## src/rtl/muldiv_pkg.sv

```systemverilog
// Shared encodings for the iterative multiply/divide unit.
// Operation codes, FSM states and the hard-wired zero register index.
package muldiv_pkg;

    localparam logic [1:0] OP_MUL   = 2'b00;
    localparam logic [1:0] OP_MULHU = 2'b01;
    localparam logic [1:0] OP_DIVU  = 2'b10;
    localparam logic [1:0] OP_REMU  = 2'b11;

    typedef enum logic [1:0] {
        S_IDLE  = 2'b00,
        S_CALC  = 2'b01,
        S_WRITE = 2'b10
    } state_t;

    localparam int unsigned ZERO_REG = 0;

endpackage

```

## src/rtl/muldiv_datapath.sv

```systemverilog
// Shift-add multiplier / restoring divider datapath, one result bit per step.
// {hi, lo} holds {acc, multiplier} for multiply and {rem, quotient} for divide.
module muldiv_datapath #(
    parameter int unsigned WIDTH = 32
) (
    input  logic             clk,
    input  logic             reset,
    input  logic             load,
    input  logic             step,
    input  logic             isDiv,
    input  logic [WIDTH-1:0] opA,
    input  logic [WIDTH-1:0] opB,
    output logic [WIDTH-1:0] hi,
    output logic [WIDTH-1:0] lo
);

    logic [WIDTH-1:0] accReg;
    logic [WIDTH-1:0] loReg;
    logic [WIDTH-1:0] operand;

    logic [WIDTH:0]   mulSum;
    logic [WIDTH:0]   remShift;
    logic [WIDTH-1:0] remDiff;
    logic             remFits;

    always_comb begin
        mulSum   = {1'b0, accReg} + (loReg[0] ? {1'b0, operand} : '0);
        remShift = {accReg, loReg[WIDTH-1]};
        remFits  = remShift >= {1'b0, operand};
        // Only taken when remShift >= operand, so the result fits in WIDTH bits.
        remDiff  = remShift[WIDTH-1:0] - operand;
    end

    always_ff @(posedge clk or negedge reset) begin
        if (!reset) begin
            accReg  <= '0;
            loReg   <= '0;
            operand <= '0;
        end else if (load) begin
            accReg  <= '0;
            loReg   <= opA;
            operand <= opB;
        end else if (step) begin
            if (isDiv) begin
                accReg <= remFits ? remDiff : remShift[WIDTH-1:0];
                loReg  <= {loReg[WIDTH-2:0], remFits};
            end else begin
                accReg <= mulSum[WIDTH:1];
                loReg  <= {mulSum[0], loReg[WIDTH-1:1]};
            end
        end
    end

    assign hi = accReg;
    assign lo = loReg;

endmodule

```

## src/rtl/muldiv_unit.sv

```systemverilog
// Iterative unsigned MUL/MULHU/DIVU/REMU unit with a RegisterFile write-back port.
// Holds the control FSM, iteration counter and registered write-back outputs.
module muldiv_unit
    import muldiv_pkg::*;
#(
    parameter int unsigned WIDTH  = 32,
    parameter int unsigned ADDR_W = 5
) (
    input  logic              clk,
    input  logic              reset,
    input  logic              start,
    input  logic [1:0]        op,
    input  logic [WIDTH-1:0]  opA,
    input  logic [WIDTH-1:0]  opB,
    input  logic [ADDR_W-1:0] dest,
    input  logic              flush,
    output logic              busy,
    output logic              done,
    output logic              RW,
    output logic [ADDR_W-1:0] DA,
    output logic [WIDTH-1:0]  writeData
);

    localparam int unsigned CNT_W = (WIDTH > 1) ? $clog2(WIDTH) : 1;

    state_t            state;
    logic [CNT_W-1:0]  counter;
    logic [1:0]        opReg;
    logic [ADDR_W-1:0] destReg;
    logic              divZero;

    logic              accept;
    logic              step;
    logic [WIDTH-1:0]  hi;
    logic [WIDTH-1:0]  lo;
    logic [WIDTH-1:0]  result;

    assign accept = (state == S_IDLE) && start && !flush;
    assign step   = (state == S_CALC) && !flush;

    muldiv_datapath #(
        .WIDTH(WIDTH)
    ) u_datapath (
        .clk  (clk),
        .reset(reset),
        .load (accept),
        .step (step),
        .isDiv(opReg[1]),
        .opA  (opA),
        .opB  (opB),
        .hi   (hi),
        .lo   (lo)
    );

    // On divide-by-zero the dividend is still sitting untouched in lo.
    always_comb begin
        result = lo;
        unique case (opReg)
            OP_MUL:   result = lo;
            OP_MULHU: result = hi;
            OP_DIVU:  result = divZero ? '1 : lo;
            OP_REMU:  result = divZero ? lo : hi;
        endcase
    end

    always_ff @(posedge clk or negedge reset) begin
        if (!reset) begin
            state     <= S_IDLE;
            counter   <= '0;
            opReg     <= OP_MUL;
            destReg   <= '0;
            divZero   <= 1'b0;
            RW        <= 1'b0;
            done      <= 1'b0;
            DA        <= '0;
            writeData <= '0;
        end else begin
            RW   <= 1'b0;
            done <= 1'b0;
            if (flush && (state != S_IDLE)) begin
                state <= S_IDLE;
            end else begin
                unique case (state)
                    S_IDLE: begin
                        if (accept) begin
                            opReg   <= op;
                            destReg <= dest;
                            divZero <= op[1] && (opB == '0);
                            if (op[1] && (opB == '0)) begin
                                state <= S_WRITE;
                            end else begin
                                counter <= CNT_W'(WIDTH - 1);
                                state   <= S_CALC;
                            end
                        end
                    end
                    S_CALC: begin
                        if (counter == '0) begin
                            state <= S_WRITE;
                        end else begin
                            counter <= counter - 1'b1;
                        end
                    end
                    S_WRITE: begin
                        RW        <= (destReg != ADDR_W'(ZERO_REG));
                        done      <= 1'b1;
                        DA        <= destReg;
                        writeData <= result;
                        state     <= S_IDLE;
                    end
                    default: state <= S_IDLE;
                endcase
            end
        end
    end

    // The completion pulse is shown after WRITE, so busy covers that cycle too.
    assign busy = (state != S_IDLE) || done;

endmodule

```

## config.mk

```make
export PLATFORM = sky130hd
export DESIGN_NAME = muldiv_unit
export DESIGN_NICKNAME = d
export VERILOG_FILES = /design/src/rtl/muldiv_pkg.sv /design/src/rtl/muldiv_datapath.sv /design/src/rtl/muldiv_unit.sv
export SDC_FILE = /design/constraint.sdc
export NUM_CORES = 1
export LEC_CHECK = 0
export ABC_CLOCK_PERIOD_IN_PS = 5100
export CELL_PAD_IN_SITES_DETAIL_PLACEMENT = 0
export CELL_PAD_IN_SITES_GLOBAL_PLACEMENT = 1
export CORE_AREA = 2 2 147 206
export CTS_BUF_LIST = sky130_fd_sc_hd__clkbuf_16
export CTS_CLUSTER_DIAMETER = 150
export DETAILED_ROUTE_END_ITERATION = 16
export DIE_AREA = 0 0 149 208
export PLACE_DENSITY_LB_ADDON = 0.08
export SLEW_MARGIN = 40
export SYNTH_ARGS = -nofsm -noshare
export SYNTH_HDL_FRONTEND = slang
export SYNTH_SLANG_ARGS = --single-unit
```

## constraint.sdc

```tcl
create_clock -name clk -period 5.1 [get_ports clk]
set_clock_uncertainty 0.05 [all_clocks]
set_input_delay 0.51 -clock clk [delete_from_list [all_inputs] [get_ports clk]]
set_output_delay 0.51 -clock clk [all_outputs]
set_load 0.02 [all_outputs]
```

## After elaboration in Yosys (flattened, before gate mapping)

Index checks and enable logic that the tools add are counted.
W data, S select, Z words.

| word-level totals | value |
|---|---|
| word-level logic and storage cells | 70 |
| register bits after elaboration | 150 |
| output and inout bits | 40 |
| input port bits | 75 |

| operators by class | value |
|---|---|
| order comparisons | 1 |
| mux-type cells | 24 |
| add/subtract/negate cells | 3 |
| equal/unequal tests | 10 |
| reductions and logical operators | 19 |
| bitwise logic cells | 1 |

Operators with widths:

| kind | number |
|---|---|
| $mux W32 | 10 |
| $pmux W32 S4 | 1 |
| $add A32 B33 Y33 | 1 |
| $ge A33 B32 Y1 | 1 |
| $logic_not A32 Y1 | 1 |
| $sub A32 B32 Y32 | 1 |
| $mux W5 | 3 |
| $pmux W5 S2 | 1 |
| $mux W2 | 4 |
| $eq A2 B2 Y1 const B | 3 |
| $ne A2 B2 Y1 const B | 3 |
| $reduce_bool A2 Y1 | 3 |
| $logic_and A1 B1 Y1 | 5 |
| $logic_not A5 Y1 | 1 |
| $reduce_and A5 Y1 | 1 |
| $reduce_bool A5 Y1 | 1 |
| $sub A5 B1 Y5 const B | 1 |
| $eq A2 B1 Y1 const B | 2 |
| $logic_not A2 Y1 | 2 |
| $mux W1 | 4 |
| $pmux W2 S2 | 1 |
| $reduce_and A2 Y1 | 2 |
| $ne A3 B1 Y1 const B | 1 |
| $ne A3 B2 Y1 const B | 1 |
| other kinds (4) | 4 |

## Depth between registers and ports, before layout

Gate-level depths: netlist of the first run.

| logic depth | value |
|---|---|
| depth in word-level cells | 6 |
| gate-level depth with buffers | 15 |
| gate-level depth less buffers | 14 |

## Hierarchy

From an unflattened synthesis of the first run, not the netlist that was laid out.

| second synthesis, totals | value |
|---|---|
| cells, all modules | 1404 |
| area total of the unflattened synthesis | 11649.9 µm² |

Modules (own cells, without submodules):

| module | area each (µm²) | sequential area each (µm²) | times used | cells each |
|---|---|---|---|---|
| muldiv_datapath | 8623.3 | 2402.3 | 1 | 1091 |
| muldiv_unit | 3026.7 | 1351.3 | 1 | 313 |

## Worst setup path after synthesis of the first run

Ideal clock, no wire load.

| path | value |
|---|---|
| path kind | register to register |
| start | register u_datapath.accReg[9] (netlist: u_datapath.hi[9]) |
| end | register u_datapath.accReg[21] (netlist: u_datapath.hi[21]) |
| setup time | 0.126 ns |
| path buffers | 1 |
| path slack | 1.946 ns |
| period minus slack after synthesis | 3.154 ns |
| data required time | 4.924 ns |
| data arrival time | 2.978 ns |
| stages on the path, launching flop included | 13 |
| cells stage by stage | dfrtp_1 ha_1 nand4_2 or3_1 or4_4 nor4_4 nor3_1 o21a_1 a31oi_2 buf_6 mux2i_1 nor2_1 a221o_1 |

| on the way | value |
|---|---|
| cells in the longest elaborated chain, start to end | 5 |
| elaborated cells between the ends (all ways) | 7 |
| those cells by class | add/sub (2); order compare (1); mux (4) |

RTL lines:

| element | line | RTL |
|---|---|---|
| from (decl) | muldiv_datapath.sv:17 | `logic [WIDTH-1:0] accReg;` |
| from (signal assigned) | muldiv_datapath.sv:45 | `accReg <= remFits ? remDiff : remShift[WIDTH-1:0];` |
| from (signal assigned) | muldiv_datapath.sv:48 | `accReg <= mulSum[WIDTH:1];` |
| $sub A32 B32 Y32 or $ge A33 B32 Y1 (tied branches) | muldiv_datapath.sv:31, muldiv_datapath.sv:29 |  |
| $mux W32 | muldiv_datapath.sv:45 |  |
| $mux W32 (*) | muldiv_datapath.sv:44 | `if (isDiv) begin` |
| $mux W32 (*) | muldiv_datapath.sv:43 | `end else if (step) begin` |
| $mux W32 (*) | muldiv_datapath.sv:39 | `end else if (load) begin` |

Every way passes the cells marked *; elsewhere a longest branch is shown, timed or not. The select of a mux whose other input is x is not followed.
A chain may end at the register's enable or synchronous reset.

## Worst setup path in the final report of the first run

| path | value |
|---|---|
| start | register u_datapath.accReg[8] (netlist: u_datapath.hi[8]) |
| end | register u_datapath.accReg[20] (netlist: u_datapath.hi[20]) |

The elaborated chain is that of the path after synthesis.

==> results of run 1 <==
## path summary, 6_finish.rpt
check | start | endpoint | slack (ns) | depth (start not counted)
max reg2reg | u_datapath.hi[8] | u_datapath.hi[20] | 1.10 | 12
max in group asynchronous | reset | opReg[1] | 3.81 | 2
min in group clk | DA[2] | DA[2] | 0.42 | 2
max | u_datapath.hi[8] | u_datapath.hi[20] | 1.10 | 12
min reg2reg | DA[2] | DA[2] | 0.42 | 2
min | reset | u_datapath.lo[7] | 0.04 | 1
## critical path, stage by stage, from the launching register on
cell and delay (ns):
dfrtp_1 0.49, ha_1 0.46, nand4_2 0.21, or3_1 0.42, or4_4 0.50, nor4_4 0.17, nor3_1 0.14, o21a_1 0.15
a31oi_4 0.43, buf_4 0.37, mux2i_1 0.22, a21oi_1 0.08, a21o_1 0.18
## sequential cells by signal (all words and copies together) (netlist names)
signal              flops
u_datapath.operand     32
u_datapath.lo          32
writeData              32
DA                      5
counter                 5
u_datapath.hi          32
divZero                 1
state                   2
destReg                 5
RW                      1
done                    1
opReg                   2
## metal layers
| layer | track usage (%) | wire, um | up-vias |
|---|---|---|---|
| li1 | - | - | 4342 |
| met1 | 28.3 | 14900 | 4345 |
| met2 | 36.9 | 16200 | 176 |
| met3 | 3.11 | 1030 | 44 |
| met4 | 7.06 | 777 | 0 |
| met5 | 0 | 0 | - |
## cells by family (layout without fill, tap and decap cells)
family / Yosys count / in the layout / synth area share [%]
compound gates: 370 / 370 / 23.7
xor+xnor: 57 / 57 / 4.94
fa+ha+maj: 68 / 68 / 8.58
buf+inv: 113 / 218 / 4.56
flops: 150 / 150 / 37.2
mux: 57 / 57 / 5.65
simple gates: 338 / 338 / 15.4
## synth_stat cells, drive strengths merged (3+ instances only)
cell      n  share of area (%)
and3      4               0.25
nand3     6               0.30
nor3     11               0.55
o31ai     3               0.22
a21o     30                2.2
o211ai    5               0.37
a221o    34                3.4
nor2b     4               0.25
nand2   161                6.0
a211oi    7               0.52
o21bai    7               0.52
o21a     10               0.74
a311oi    3               0.26
o21ai   118                5.8
a21oi    70                3.5
and2     36                2.2
ha       66                8.2
dfrtp   150                 37
xnor2    32                2.8
nor4      9               0.71
nand4    10               0.68
o22ai    34                2.1
o221ai    5               0.43
mux2i    57                5.7
nand3b    3               0.22
buf       9               0.69
a31oi    11               0.74
nand2b   10               0.62
nor2     71                2.6
a22oi    14                1.0
xor2     25                2.2
clkbuf   47                1.7
or3       5               0.31
inv      57                2.1
nor4b     3               0.26
## power by group
group | total, uW | leakage [uW] | switching, uW | internal [uW]
Combinational | 3150 | 0.00341 | 1790 | 1360
Sequential | 1820 | 0.00194 | 382 | 1440
Clock | 1250 | 0.000260 | 535 | 711
## metrics by stage
stage               setup WS, ns  instances  instance area, um2  utilization [%]  hold slack, ns
floorplan                   1.95       1153               10100                -           0.164
global placement            1.15       1608               11700             40.1           0.406
detailed placement          1.11       1608               11700             40.1           0.412
CTS                         1.09       1638               12200             42.0          0.0593
global route               0.865       1638               12200             42.0          0.0842
finish                      1.10       1638               12200             42.0          0.0368
## final cells by class
type	count	area [um2]
fillers	3004	16900
multi-input cells	890	5920
flip-flops and latches	150	3750
repair buffers	131	1290
well taps	380	475
clock buffers	17	425
inverters	57	214
clock inverters	13	133
==> out/results.txt, run 1 <==
Total Die Area: 31000 um2
first-pass GRT wire length: 52000 um
Nets: 1390
largest net degree at the start of global routing: 105
Die W: 149 um
clk_lat worst skew: 0.44 ns
row cnt: 74
asr flop ratio synth: 100%
#FFs+latches synth: 150
Root Driver: clkbuf_16
postcts setup bufs: 0
Primary FF master, synth: dfrtp_1
max-slew violations: 0
register area share after synthesis: 37.2%
clock sinks: 150
commonest cells after routing, fill and taps aside: nand2_1 (161), dfrtp_1 (149), clkdlybuf4s50_1 (113)
Final ANT Viol Nets: 0
Fmax: 250 MHz
Overflow after GRT: 0
Static Leakage: 0.00561 uW
routed length per instance: 20.1 um
status: completed
Setup CP Type: flip-flop to flip-flop
hold crit path type: primary input to asynchronous set/reset pin
Inserted Diodes: 0
Num CTS Buffers: 17
H-tree levels: 4
Hold Vio Cnt, Final: 0
maxcap violations: 0
final setup fails: 0
vias in the first global route: 9262
Max Root-Sink Buffers: 2
Max Fanout on Critical Path: 17
Worst EP arrival: 4.28 ns
Syn Area/Cell: 8.76 um2
period utilization: 78.4%
Setup crit end kind: flip-flop
die height: 208 um
RSZ-0062 raised after global routing: no
post-CTS sizing: 0
actual slew at the worst max-slew pin: 0.912 ns
share of cells above drive strength 1: 4.61%
overall power: 6210 uW
post-DP HPWL: 24100 um
vias per cell: 5.44
Ys Warns: 0
Cells after Synth: 1153
syn nets: 1296
core footprint: 29100 um2
EDFF count, synth: 0
cell area after synthesis: 10100 um2
Peak VDD IR: 0.243 mV
IO Port Bufs: 114
CP Launch Type: flip-flop
Layout area overhead: 21.1%
PwrDens: 508 nW/um2
total number of vias: 8907
clk slew on worst S/H paths: 0.07 ns
CTS tree: built
Routed WL: 33000 um
DRT Pass-1 Iters: 4
initial antenna violation count: 0
Total GRT Usage: 21.7%
gp weighted congestion: 0.859
initial core utilization: 34.7%
count of cell types in the netlist: 63
I/O pin count: 115
Iter 0 DRT Violations: 513
hold-fix buffers at CTS: 0
number of remaining DRC errors: 0
critical path required time: 5.38 ns
Max transition margin: 38.6%
commonest non-fill, non-tap cell in the layout: nand2_1
Final TNS setup: 0 ns
Final Critical Period: 4.00 ns
Power figures use the tool's default switching activity.
==> run 2, diff against run 1 <==
- ABC_CLOCK_PERIOD_IN_PS: 5100 -> 3300
- clock period: 5.1 -> 3.3 ns (I/O delays scaled with it)
==> out/results.txt, run 2 (synthesized netlist as in run 1, its figures left out) <==
period utilization: 99.4%
Setup CP Type: flip-flop to flip-flop
clk_lat worst skew: 0.44 ns
Routed WL: 34800 um
routed length per instance: 19.4 um
maxcap violations: 0
commonest non-fill, non-tap cell in the layout: nand2_1
number of remaining DRC errors: 0
Hold Vio Cnt, Final: 0
post-DP HPWL: 26400 um
Setup crit end kind: flip-flop
CTS tree: built
largest net degree at the start of global routing: 105
buffers and inverters on the worst path: 2
gp weighted congestion: 0.855
Worst EP arrival: 3.55 ns
max-slew violations: 0
clock sinks: 150
Static Leakage: 0.00643 uW
total number of vias: 9377
Layout area overhead: 36.2%
Overflow after GRT: 0
Fmax: 305 MHz
I/O pin count: 115
IO Port Bufs: 114
Max Fanout on Critical Path: 4
Max Root-Sink Buffers: 2
Final Critical Period: 3.28 ns
status: completed
RSZ-0062 raised after global routing: yes
initial antenna violation count: 0
final non-filler cell total: 1789
first-pass GRT wire length: 54800 um
row cnt: 74
die height: 208 um
CP most frequent cell: buf_6
crit-path max cell delay: 0.51 ns
commonest cells after routing, fill and taps aside: nand2_1 (160), dfrtp_1 (149), buf_4 (147)
CP Launch Type: flip-flop
hold crit path type: primary input to asynchronous set/reset pin
Max transition margin: 47.5%
Final ANT Viol Nets: 0
pre-CTS setup slack: -0.285 ns
core footprint: 29100 um2
Largest delay share family, worst path: simple AND/OR/NAND/NOR gates
vias per cell: 5.24
initial core utilization: 34.7%
Peak VDD IR: 0.336 mV
Iter 0 DRT Violations: 501
PwrDens: 836 nW/um2
Inserted Diodes: 0
crit-path cells: ha_4, nand4_4, or3_4, or4_4, nor4_4, nor3_2, o21a_1, a31oi_4, buf_6, buf_6, mux2i_1, nor2_1, a221o_1
Root Driver: clkbuf_16
H-tree levels: 4
Total GRT Usage: 22.8%
critical path required time: 3.57 ns
worst setup margin: 0.0188 ns
DRT Pass-1 Iters: 5
clk slew on worst S/H paths: 0.07 ns
vias in the first global route: 9854
Num CTS Buffers: 17
actual slew at the worst max-slew pin: 0.788 ns
Die W: 149 um
final setup fails: 0
DP Cell Count: 1739
slowest CP cell: or4_4
share of cells above drive strength 1: 17.5%
Nets: 1539
Min Hold Slack: 0.359 ns
Total Die Area: 31000 um2
run 2: changes by cell type in the layout (fill, tap and decap cells not counted), moves of 4 or more:
cell and delta:
buf_12 +4, ha_1 -7, ha_4 +7, o21ai_2 +4, a21oi_1 -4, buf_6 +9
o21ai_0 -5, buf_4 +132
run 2: layer usage:
| layer | share of wire (%) | up-vias | global-route usage [%] |
|---|---|---|---|
| met5 | 0 | - | 0 |
| met4 | 1.5 | 0 | 5.45 |
| met3 | 4.1 | 30 | 3.22 |
| met2 | 51 | 170 | 40.9 |
| met1 | 43 | 4517 | 28.8 |
| li1 | - | 4660 | - |
run 2: power by group:
part	switching, uW	internal [uW]	total [uW]
clock network	832	1180	2010
registers	400	2230	2630
logic	3490	3380	6860
total	4720	6780	11500
run 2: path summary, 6_finish.rpt:
check | cells past startpoint | start | endpoint | slack (ns)
setup / recovery | 13 | u_datapath.hi[10] | u_datapath.hi[21] | 0.02
hold / removal | 2 | reset | u_datapath.lo[8] | 0.36
setup reg to reg | 13 | u_datapath.hi[10] | u_datapath.hi[21] | 0.02
hold reg to reg | 2 | DA[0] | DA[0] | 0.43
max in group asynchronous | 3 | reset | u_datapath.operand[26] | 2.01
min in group clk | 3 | dest[2] | destReg[2] | 0.38
run 2: final cells by class:
class / count / area, um2
clock inverters: 15 / 165
inverters: 57 / 214
multi-input cells: 890 / 6190
clock buffers: 17 / 425
repair buffers: 280 / 2530
fillers: 2925 / 15300
flip-flops and latches: 150 / 3750
well taps: 380 / 475
run 2: through the flow:
stage	total power [uW]	setup TNS (ns)	utilization (%)	area (um2)
after floorplan	6350	0	-	10100
after global placement	8740	-3.38	43.5	12600
after detailed placement	8760	-3.75	43.5	12600
after CTS	11300	-0.00180	46.7	13600
after global routing	12300	-1.17	47.3	13800
final	11500	0	47.3	13800
run 2: timing repair:
action / 4_1_cts / 5_1_grt
gates resized for setup: 41 / 33
pin swaps: 14 / 20
endpoints found under the hold margin: 50 / 0
setup buffers: 8 / 8
setup endpoints to repair: 33 / 30
gates cloned: 1 / 0
hold buffers: 1 / 0
run 2: worst reg2reg max path, stage by stage, from the launching register on:
cell and delay (ns):
dfrtp_1 0.42, ha_4 0.30, nand4_4 0.13, or3_4 0.43, or4_4 0.51, nor4_4 0.18, nor3_2 0.09, o21a_1 0.14
a31oi_4 0.17, buf_6 0.14, buf_6 0.12, mux2i_1 0.18, nor2_1 0.05, a221o_1 0.25
